`src/rtl/fetch_stage.sv`:
```
// RV32I instruction-fetch stage: owns PCF, issues in-order requests to a
// variable-latency instruction memory, buffers responses and drives IF/ID.
module fetch_stage #(
  parameter logic [31:0] RESET_PC   = 32'h0000_0000,
  parameter int          FIFO_DEPTH = 2
) (
  input  logic        clk,
  input  logic        reset,
  output logic        imem_req,
  output logic [31:0] imem_addr,
  input  logic        imem_gnt,
  input  logic        imem_rvalid,
  input  logic [31:0] imem_rdata,
  input  logic        StallD,
  input  logic        PCSrcE,
  input  logic [31:0] PCTargetE,
  output logic [31:0] InstrD,
  output logic [31:0] PCD,
  output logic [31:0] PCPlus4D,
  output logic        ValidD
);

  localparam int          AW  = $clog2(FIFO_DEPTH);
  localparam int          CW  = AW + 1;
  localparam logic [31:0] NOP = 32'h0000_0013;

  logic [31:0]   pcf;
  logic [CW-1:0] outstanding;
  logic [CW-1:0] discard;
  logic [CW-1:0] fifo_count;
  logic [AW-1:0] fifo_rd, fifo_wr;
  logic [AW-1:0] tag_rd, tag_wr;
  logic [31:0]   fifo_instr [FIFO_DEPTH];
  logic [31:0]   fifo_pc    [FIFO_DEPTH];
  logic [31:0]   tag_q      [FIFO_DEPTH];

  logic          fifo_empty;
  logic          pop;
  logic          push;
  logic          grant;
  logic          resp_keep;
  logic          load_en;
  logic          bypass;
  logic          credit_ok;
  logic [CW:0]   credit_used;
  logic [31:0]   resp_tag;

  always_comb begin
    fifo_empty  = (fifo_count == '0);
    pop         = !fifo_empty && !StallD && !PCSrcE;
    credit_used = {1'b0, outstanding} + {1'b0, fifo_count} - {{CW{1'b0}}, pop};
    credit_ok   = (credit_used < (CW+1)'(FIFO_DEPTH));
    imem_req    = !reset && !PCSrcE && credit_ok;
    grant       = imem_req && imem_gnt;
    resp_keep   = imem_rvalid && (discard == '0);
    load_en     = !PCSrcE && !StallD;
    // A kept response landing on an empty buffer goes straight into IF/ID.
    bypass      = load_en && fifo_empty && resp_keep;
    push        = resp_keep && !PCSrcE && !bypass;
    resp_tag    = tag_q[tag_rd];
  end

  assign imem_addr = pcf;

  always_ff @(posedge clk) begin
    if (reset) begin
      pcf         <= RESET_PC;
      outstanding <= '0;
      discard     <= '0;
      fifo_count  <= '0;
      fifo_rd     <= '0;
      fifo_wr     <= '0;
      tag_rd      <= '0;
      tag_wr      <= '0;
      InstrD      <= NOP;
      PCD         <= '0;
      PCPlus4D    <= '0;
      ValidD      <= 1'b0;
    end else begin
      if (PCSrcE) begin
        pcf <= PCTargetE & 32'hFFFF_FFFC;
      end else if (grant) begin
        pcf <= pcf + 32'd4;
      end

      if (grant) begin
        tag_q[tag_wr] <= pcf;
        tag_wr        <= tag_wr + AW'(1);
      end
      if (imem_rvalid) begin
        tag_rd <= tag_rd + AW'(1);
      end
      outstanding <= outstanding + CW'(grant) - CW'(imem_rvalid);

      // Everything still in flight at a redirect belongs to the old path.
      if (PCSrcE) begin
        discard <= outstanding - CW'(imem_rvalid);
      end else if (imem_rvalid && (discard != '0)) begin
        discard <= discard - CW'(1);
      end

      if (PCSrcE) begin
        fifo_count <= '0;
        fifo_rd    <= '0;
        fifo_wr    <= '0;
      end else begin
        if (push) begin
          fifo_instr[fifo_wr] <= imem_rdata;
          fifo_pc[fifo_wr]    <= resp_tag;
          fifo_wr             <= fifo_wr + AW'(1);
        end
        if (pop) begin
          fifo_rd <= fifo_rd + AW'(1);
        end
        fifo_count <= fifo_count + CW'(push) - CW'(pop);
      end

      if (PCSrcE) begin
        ValidD <= 1'b0;
        InstrD <= NOP;
      end else if (!StallD) begin
        if (!fifo_empty) begin
          InstrD   <= fifo_instr[fifo_rd];
          PCD      <= fifo_pc[fifo_rd];
          PCPlus4D <= fifo_pc[fifo_rd] + 32'd4;
          ValidD   <= 1'b1;
        end else if (bypass) begin
          InstrD   <= imem_rdata;
          PCD      <= resp_tag;
          PCPlus4D <= resp_tag + 32'd4;
          ValidD   <= 1'b1;
        end else begin
          ValidD <= 1'b0;
          InstrD <= NOP;
        end
      end
    end
  end

  a_rvalid_outstanding : assert property (@(posedge clk) disable iff (reset)
    imem_rvalid |-> (outstanding != '0));

  a_no_overflow : assert property (@(posedge clk) disable iff (reset)
    (push && !pop) |-> (fifo_count < CW'(FIFO_DEPTH)));

endmodule
```
`config.mk`:
```
export PLATFORM = sky130hd
export DESIGN_NAME = fetch_stage
export DESIGN_NICKNAME = d
export VERILOG_FILES = /design/src/rtl/fetch_stage.sv
export SDC_FILE = /design/constraint.sdc
export NUM_CORES = 1
export LEC_CHECK = 0
export BUFFER_PORTS_ARGS = -buffer_cell sky130_fd_sc_hd__clkbuf_2
export CAP_MARGIN = 10
export CORE_ASPECT_RATIO = 0.8
export CORE_MARGIN = 2
export CORE_UTILIZATION = 50
export CTS_CLUSTER_DIAMETER = 150
export DETAILED_ROUTE_END_ITERATION = 12
export PLACE_DENSITY = 0.71
export RECOVER_POWER = 50
export SLEW_MARGIN = 0
export SYNTH_ARGS = -nofsm -noshare
export SYNTH_HDL_FRONTEND = slang
export SYNTH_SLANG_ARGS = --single-unit
```
`constraint.sdc`:
```
create_clock -name clk -period 9.75 [get_ports clk]
set_input_delay 0.975 -clock clk [delete_from_list [all_inputs] [get_ports clk]]
set_output_delay 0.975 -clock clk [all_outputs]
set_load 0.005 [all_outputs]
```
==> metrics.txt, run 1 <==
synthesis warning total 0; maximum fanout count along the critical path between 40 and 50; XOR/XNOR share of the synthesized area 0.0181; DRT Pass-1 Iters 5; max-slew violations 89; overall die width approximately 190 µm; wire per inst 18.1 µm; share of the cycle needed by the critical path after routing 0.539; number of antenna cells inserted 0; top area cells in the synthesized netlist edfxtp_1 (39%), dfxtp_1 (19%), mux2i_1 (5.1%), a21oi_1 (4.6%), nor2_1 (4.2%); slew margin rel. -0.600; CTS tree built; fmax 0.190 GHz; worst reg-to-reg path cell count 7; max capacitance violation total 2; post-synthesis compound-gate area fraction 0.112; slowest library cell on the worst path clkbuf_1; global placement routability congestion roughly 0.79; clock net sink count roughly 320; post-synthesis cell type with the largest combined area edfxtp_1; layout overhead on the synthesized area 15.3%; worst-case clock buffer depth 3; Worst Hold End PCD[21]; Num CTS Buffers 34; fraction of post-synthesis cell area in the top cell type by area 0.393; part of the total power dissipated in combinational logic 0.087; DP Wirelength between 20 and 25 mm; fraction of synthesized area in multiplexers 0.0833; cells after synthesis 1288; antenna violation net count after detailed routing 0; cell area after technology mapping 14100 µm²; worst hold start PCD[21]; final worst clock skew roughly 0.014 ns; mean instance size in the synthesized netlist ~11 µm²; element type at the critical path start primary input; most used cell, CP buf_4; largest family of logic cells by synthesized area simple AND/OR/NAND/NOR gates; Max VDD drop approximately 0.00011 V; fraction of layout instances using a drive strength above 1 0.136; RSZ-0062 raised after global routing no; part of the power in the clock network 0.423; non-filler cells, final 1840; number of hold-slack violations in the final timing report 0; standard cell area after detailed placement about 15000 µm²; Worst Path Required approximately 10 ns; commonest non-fill, non-tap cell in the layout edfxtp_1; final non-filler cell area approximately 16000 µm²; total internal power ~2.4 mW; die height 154 µm; Sequential Power Share 0.491; vias per std cell approximately 5.6; Routed Wire Length roughly 33 mm; Max stage delay on crit path about 1.7 ns; total gr overflow 0; number of instances on the worst hold path 2; area taken by flip-flops and latches between 8000 and 9000 µm²; violations in the final reports capacitance limit, slew limit; adder-cell share of the synthesized area 0.00855; core footprint around 27000 µm²; total power density per cell area 190 nW/µm²; Final setup violation count 0; IO Pins 200; initial drt markers between 700 and 800; path type of the worst min-delay path reg -> reg; count of hold buffers inserted by post-cts repair 0; detailed-route via count just over 10000; distinct cell type count after synthesis roughly 70; Crit Path Class in -> reg; Main synth FF type edfxtp_1; worst hold slack about 0.45 ns; count of input and output buffers between 150 and 200; DRC errors left 0; antenna violations before repair 0; cell row count between 50 and 60; final net count approximately 1500; Net Sw Power a little over 700 µW; sw frac 0.233; dpl cells ~1800; series of cell instances along the critical path buf_2 > clkbuf_1 > clkinv_1 > nand2_1 > buf_4 > nor4_2 > buf_4; pin count of the biggest net entering global routing 84; final total negative setup slack 0 ns; Global Route Usage Sum 0.222; final standard cell utilization of the core 0.591; most frequent cells in the layout edfxtp_1 (184), nor2_1 (157), dfxtp_1 (134), a21oi_1 (128), nand2_1 (127); die area about 29000 µm²; wire length of the first global-routing pass 51.9 mm; buffer count from post-CTS setup fixing 0; number of enable flip-flop cells after synthesis between 150 and 200; post-layout minimum cycle time between 5 and 6 ns; starting density of the core 0.512; CTS clk-pin slew, worst paths around 0.06 ns; filler cell count roughly 2400; register area share after synthesis 0.586; multi-input gate area in the final layout 5350 µm²; simple logic cell fraction of the synthesized area 0.154; share of async-settable or async-resettable flops after synthesis 0; total of flip-flops plus latches after synthesis between 300 and 400; category of the worst setup path capture point flip-flop; pin slew with the least headroom to its limit approximately 2.4 ns; clk root buf clkbuf_16; level count of the clock H-tree 2; number of resized instances in the post-cts repair step 0; Skew-Pair Late Insertion Delay approximately 0.50 ns; vias in the first global route around 9400; P_leak 5.54 nW; flop2flop setup slack around 5.2 ns; capturing point of the worst reg2reg path PCPlus4D[21]; run status finished, violations left; Worst Path Arrival between 5 and 6 ns
## synth_stat cells, drive strengths merged, types with 8 or more instances
master  number
edfxtp     184
nor2       159
dfxtp      135
a21oi      128
nand2      127
mux2i       72
o21ai       53
buf         43
clkbuf      43
mux2        40
nand3       36
xnor2       24
a211oi      21
inv         21
nor4        18
nor3        17
a31oi       16
nand4       15
nand3b      10
and3         9
o211ai       9
or3          9
ha           8
## state kept, by name, indices dropped and copies added, names as in the netlist, named ones only
register and cells:
imem_addr 30, fifo_wr 1, PCD 30, ValidD 1
PCPlus4D 30, fifo_count 2, fifo_instr 64, tag_q 60
outstanding 2, discard 2, fifo_rd 1, tag_rd 1
tag_wr 1, InstrD 32, fifo_pc 60
## power by group through the flow
stage,combinational (mW),clock (mW),sequential (mW)
3_3_place_gp,0.265,0,1.54
5_1_grt,0.297,1.38,1.52
2_1_floorplan,0.180,0,1.53
6_report,0.267,1.30,1.51
3_5_place_dp,0.271,0,1.54
4_1_cts,0.274,1.33,1.51
## worst max-delay path: cells and delay by family
family                 cells  cell delay (ns)
and+or+nand+nor            2             0.40
buffers and inverters      5             4.01
## layout make-up
class,count,area share
Multi-Input combinational cell,866,0.330
Tap cell,364,0.0281
Clock inverter,10,0.00664
Timing Repair Buffer,208,0.0580
Inverter,22,0.00510
Sequential cell,319,0.508
Clock buffer,51,0.0641
## cell families after synthesis
kind of cell,count (synthesis)
adders and majority gates,9
other,1
muxes,112
xor gates and xnor gates,29
buffers and inverters,108
AOI/OAI and AO/OA,265
and+or+nand+nor,445
DFF,319
## worst max path at each step
stage                      start           endpoint  slack, ns  cells after the start
final                      reset  fifo_instr[0][31]       4.49                      7
after global routing       reset  fifo_instr[0][28]       4.09                      7
after CTS                 PCSrcE      imem_addr[23]       4.89                     12
after detailed placement  PCSrcE      imem_addr[23]       4.38                     12
after global placement    PCSrcE      imem_addr[23]       4.42                     12
after floorplan           PCSrcE   fifo_instr[0][0]       1.40                      6
## routing by layer
| layer | track usage | part of all wire |
|---|---|---|
| met2 | 0.315 | 0.41 |
| met4 | 0.0473 | 0.015 |
| met3 | 0.0447 | 0.077 |
| met1 | 0.348 | 0.49 |
| met5 | 0 | 0 |
## stage by stage
| step | worst slack (ns) | power [mW] |
|---|---|---|
| 6_report | 4.49 | 3.08 |
| 5_1_grt | 4.09 | 3.19 |
| 4_1_cts | 4.89 | 3.11 |
| 3_5_place_dp | 4.38 | 1.81 |
| 3_3_place_gp | 4.42 | 1.80 |
| 2_1_floorplan | 1.40 | 1.71 |
Power figures use the tool's default switching activity.
==> run 2: changes to the inputs <==
Clock period 9.75 ns to 4.9 ns, I/O delays scaled along.
==> run 2 against run 1 <==
The flow still finishes with violations (capacitance limit, slew limit). Via count up 0.47%. Critical path depth did not move. Critical path type is now reg -> reg. Non-clock buffer count increased by 5. Core utilization increased by 0.39 points. Setup slack worse by 3.5 ns. Routed wire length increased by 0.31%. Largest power group unchanged. Sequential power is 99% higher. Combinational power up 99%. Final area is 0.66% higher. Flip-flop and latch count unchanged.
==> metrics.txt, run 2 (same netlist as run 1, synthesis figures left out) <==
number of hold-slack violations in the final timing report 0; final total negative setup slack 0 ns; part of the power in the clock network 0.432; series of cell instances along the critical path clkbuf_1 > mux2i_1 > nor3_1 > o22ai_1 > nor4_4 > mux2_2 > a311o_1; DRT Pass-1 Iters 5; count of hold buffers inserted by post-cts repair 0; maximum fanout count along the critical path 24; Sequential Power Share 0.483; clock net sink count 319; max capacitance violation total 2; Routed Wire Length between 30 and 40 mm; post-layout minimum cycle time ~3.9 ns; global placement routability congestion 0.818; sw frac 0.234; die height ~150 µm; most frequent cells in the layout edfxtp_1 (184), nor2_1 (157), dfxtp_1 (134), a21oi_1 (128), nand2_1 (127); layout overhead on the synthesized area 16.1%; fmax around 0.25 GHz; share of the cycle needed by the critical path after routing 0.805; filler cell count roughly 2400; buffer count from post-CTS setup fixing 0; family with the most delay on the worst path flip-flops; multi-input gate area in the final layout 5360 µm²; level count of the clock H-tree 2; pin slew with the least headroom to its limit between 2 and 2.5 ns; count of input and output buffers ~190; path type of the worst min-delay path in -> reg; largest register by flop count fifo_instr; vias in the first global route between 9000 and 10000; capturing point of the worst reg2reg path PCPlus4D[21]; final worst setup slack 0.957 ns; Num CTS Buffers 34; Crit Path Class reg -> reg; total power after layout about 6.2 mW; IO Pins 200; final worst clock skew 0.0172 ns; total gr overflow 0; flop2flop setup slack 0.96 ns; Net Sw Power around 1.5 mW; RSZ-0062 raised after global routing no; critical path endpoint PCPlus4D[21]; area taken by flip-flops and latches 8230 µm²; slowest library cell on the worst path dfxtp_1; wire per inst 18.1 µm; violations in the final reports capacitance limit, slew limit; vias per std cell between 5 and 6; number of antenna cells inserted 0; starting density of the core 0.512; initial drt markers approximately 790; Final setup violation count 0; worst-case clock buffer depth 3; Worst Path Required 5.31 ns; clk root buf clkbuf_16; critical path buffer and inverter count 1; biggest registers after layout fifo_instr (64), fifo_pc (60), tag_q (60); total internal power ~4.8 mW; part of the total power dissipated in combinational logic 0.085; core footprint 27400 µm²; DRC errors left 0; detailed-route via count roughly 10000; pre-CTS setup slack roughly 1.0 ns; Skew-Pair Late Insertion Delay ~0.52 ns; DP Wirelength 22.2 mm; number of flip-flops in the largest register 64; Global Route Usage Sum 0.224; Max stage delay on crit path a little over 0.9 ns; commonest non-fill, non-tap cell in the layout edfxtp_1; antenna violation net count after detailed routing 0; worst reg-to-reg path cell count 7; CTS clk-pin slew, worst paths approximately 0.06 ns; antenna violations before repair 0; number of resized instances in the post-cts repair step 0; category of the worst setup path capture point flip-flop; element type at the critical path start flip-flop; fraction of layout instances using a drive strength above 1 0.145; CTS tree built; total power density per cell area approximately 380 nW/µm²; Max VDD drop around 0.00022 V; final net count about 1500; P_leak between 5 and 6 nW; max-slew violations 93; logic depth of the worst setup path including buffers 7; die area approximately 29000 µm²; overall die width roughly 190 µm; pin count of the biggest net entering global routing ~70; cell row count 54; Worst Path Arrival approximately 4.4 ns; run status finished, violations left; wire length of the first global-routing pass between 50 and 60 mm; slew margin rel. -0.594; worst hold slack around 0.20 ns
## run 2: cell count changes in the layout (fill, tap and decap cells not counted), moves of 2 or more
cell	delta
clkbuf_1	-7
clkbuf_2	+5
clkbuf_8	-3
clkbuf_16	+2
clkinv_2	+7
buf_4	+5
## run 2: worst reg2reg max path: cells and delay by family (launching register included)
family / cells / cell delay, ns
mux: 2 / 0.79
buf+inv: 1 / 0.88
simple gates: 2 / 0.79
compound gates: 2 / 0.45
flops: 1 / 0.93
## run 2: per-stage QoR
stage	instance area (µm²)	cells	utilization
2_1_floorplan	14100	1293	-
3_3_place_gp	15300	1784	0.556
3_5_place_dp	15300	1784	0.556
4_1_cts	16500	1846	0.600
5_1_grt	16300	1846	0.595
6_report	16300	1846	0.595
## run 2: metal layers
metal	routed length, µm	track usage
met1	16000	0.341
met2	14400	0.334
met3	2470	0.0383
met4	477	0.0527
met5	0	0
## run 2: power by group through the flow
stage               Combinational (mW)  Sequential [mW]  Clock (mW)
floorplan                        0.361             3.05           0
global placement                 0.528             3.06           0
detailed placement               0.539             3.07           0
CTS                              0.544             3.01        2.73
global route                     0.590             3.02        2.83
finish                           0.532             3.01        2.69
## run 2: worst min-delay path by stage
stage	startpoint	depth (start not counted)	endpoint	slack, ns
2_1_floorplan	PCPlus4D[3]	2	PCPlus4D[3]	0.45
3_3_place_gp	PCD[14]	2	PCD[14]	0.44
6_report	PCTargetE[21]	3	imem_addr[21]	0.20
5_1_grt	PCTargetE[21]	3	imem_addr[21]	0.21
4_1_cts	imem_rdata[22]	1	fifo_instr[1][22]	0.17
3_5_place_dp	PCD[5]	2	PCD[5]	0.44
## run 2: cell type report
| cell class | count | share of cell area |
|---|---|---|
| well taps | 364 | 0.0279 |
| flip-flops and latches | 319 | 0.505 |
| clock inverters | 16 | 0.0104 |
| clock buffers | 46 | 0.0633 |
| multi-input cells | 866 | 0.329 |
| inverters | 22 | 0.00506 |
| repair buffers | 213 | 0.0602 |
==> run 3: changes to the inputs <==
Clock period 4.9 ns to 3.8 ns, I/O delays scaled along.
==> run 3 against run 2 <==
Critical path depth stayed put. Global-route usage is 0.057 points lower. Largest power group unchanged. Via count is 0.54% higher. Critical endpoint unchanged. Die area unchanged. Sequential share of layout area up 0.30 points. The run still ends with capacitance limit, slew limit left. Final cell count is the same. Register-to-register slack got worse by 0.50 ns.
==> metrics.txt, run 3 (same netlist as run 1, synthesis figures left out) <==
run status finished, violations left; violations in the final reports capacitance limit, slew limit; worst-case clock buffer depth 3; multi-input gate area in the final layout 5370 µm²; die area a little under 30000 µm²; number of hold-slack violations in the final timing report 0; clock net sink count 319; level count of the clock H-tree 1; flop2flop setup slack between 0.4 and 0.5 ns; initial drt markers roughly 900; Final setup violation count 0; detailed-route via count between 10000 and 15000; fraction of layout instances using a drive strength above 1 0.147; category of the worst setup path capture point flip-flop; buffer count from post-CTS setup fixing 0; pin slew with the least headroom to its limit between 1.5 and 2 ns; number of resized instances in the post-cts repair step 0; Skew-Pair Late Insertion Delay approximately 0.56 ns; Worst Path Required 4.23 ns; largest register by flop count fifo_instr; Max VDD drop ~0.00033 V; wire length of the first global-routing pass between 50 and 60 mm; Routed Wire Length roughly 34 mm; post-layout minimum cycle time around 3.3 ns; max capacitance violation total 1; global placement routability congestion roughly 0.86; Num CTS Buffers 31; max-slew violations 35; biggest registers after layout fifo_instr (64), fifo_pc (60), tag_q (60); RSZ-0062 raised after global routing no; vias per std cell between 5 and 6; starting density of the core 0.512; series of cell instances along the critical path clkbuf_1 > mux2_1 > and3_1 > o22ai_2 > nor4_4 > mux2_2 > a311o_1; element type at the critical path start flip-flop; total internal power 5.87 mW; path type of the worst min-delay path in -> reg; number of flip-flops in the largest register 64; antenna violation net count after detailed routing 0; part of the total power dissipated in combinational logic 0.090; vias in the first global route around 9600; DP Wirelength approximately 22 mm; overall die width between 150 and 200 µm; final net count 1537; commonest non-fill, non-tap cell in the layout edfxtp_1; area taken by flip-flops and latches ~8200 µm²; cell row count 54; total power density per cell area about 480 nW/µm²; clk root buf clkbuf_16; slew margin rel. -0.0944; DRT Pass-1 Iters 5; core footprint roughly 27000 µm²; global routing's busiest layer met1; maximum fanout count along the critical path 13; worst hold slack between 0.05 and 0.06 ns; count of input and output buffers approximately 190; filler cell count between 2000 and 2500; sw frac 0.239; antenna violations before repair 0; met3 demand-to-capacity share in global routing 0.0336; wire per inst between 15 and 20 µm; Crit Path Class reg -> reg; count of hold buffers inserted by post-cts repair 0; part of the power in the clock network 0.407; die height 154 µm; final worst clock skew 0.0138 ns; layout overhead on the synthesized area 15.4%; Sequential Power Share 0.503; Worst Path Arrival around 3.8 ns; global routing met1 resource utilization 0.352; slowest library cell on the worst path clkbuf_1; most frequent cells in the layout edfxtp_1 (184), nor2_1 (157), dfxtp_1 (134), a21oi_1 (128), nand2_1 (127); Global Route Usage Sum 0.224; Max stage delay on crit path between 0.6 and 0.7 ns; fmax roughly 0.30 GHz; CTS clk-pin slew, worst paths 0.06 ns; GR met2 Demand/Resource 0.324; P_leak between 5 and 6 nW; IO Pins 200; share of the cycle needed by the critical path after routing 0.880; CTS tree built; total gr overflow 0; number of antenna cells inserted 0; DRC errors left 0; pin count of the biggest net entering global routing ~70; final total negative setup slack 0 ns; Net Sw Power about 1.8 mW
-- run 3: cell count changes in the layout (fill, tap and decap cells not counted), sizes merged --
| cell | previous run | this run |
|---|---|---|
| clkinv | 13 | 11 |
| buf | 20 | 26 |
| bufinv | 3 | 4 |
| clkinvlp | 0 | 4 |
| inv | 22 | 23 |
| clkbuf | 239 | 229 |
-- run 3: layout make-up --
class,instances,share of cell area
clock buffers,37,0.0511
clock inverters,20,0.0133
inverters,22,0.00509
multi-input cells,866,0.331
flip-flops and latches,319,0.508
well taps,364,0.0281
repair buffers,218,0.0638
-- run 3: final timing paths --
kind	start	end	depth (start not counted)
worst max-delay path	flip-flop	PCPlus4D[21]	7
worst max register to register	flip-flop	PCPlus4D[21]	7
worst min register to register	PCD[12]	PCD[12]	2
worst min-delay path	PCTargetE[21]	imem_addr[21]	3
-- run 3: metrics by stage --
step                      setup WS [ns]  total power, mW  instance area, µm²  utilization  cells
after floorplan                  0.0824             4.40               14100            -   1293
after global placement            0.638             4.64               15300        0.558   1789
after detailed placement          0.609             4.66               15300        0.558   1789
after CTS                         0.723             7.77               16400        0.596   1846
after global routing              0.261             7.97               16200        0.591   1846
final                             0.458             7.71               16200        0.591   1846
-- run 3: worst max-delay path, delay by kind of cell, from the launching register on --
kind	cells	cell delay, ns
AOI/OAI and AO/OA	2	0.88
buffers and inverters	1	0.66
DFF	1	0.47
muxes	2	0.82
and+or+nand+nor	2	0.37
-- run 3: metal layers --
layer | wire length [µm] | part of all wire
met4 | 649 | 0.019
met3 | 2380 | 0.071
met5 | 0 | 0
met1 | 16500 | 0.49
met2 | 14100 | 0.42
-- run 3: power groups by stage --
| stage | sequential [mW] | combinational (mW) | clock [mW] |
|---|---|---|---|
| 2_1_floorplan | 3.93 | 0.466 | 0 |
| 3_3_place_gp | 3.95 | 0.693 | 0 |
| 3_5_place_dp | 3.95 | 0.707 | 0 |
| 4_1_cts | 3.88 | 0.713 | 3.18 |
| 5_1_grt | 3.89 | 0.772 | 3.31 |
| 6_report | 3.88 | 0.696 | 3.14 |
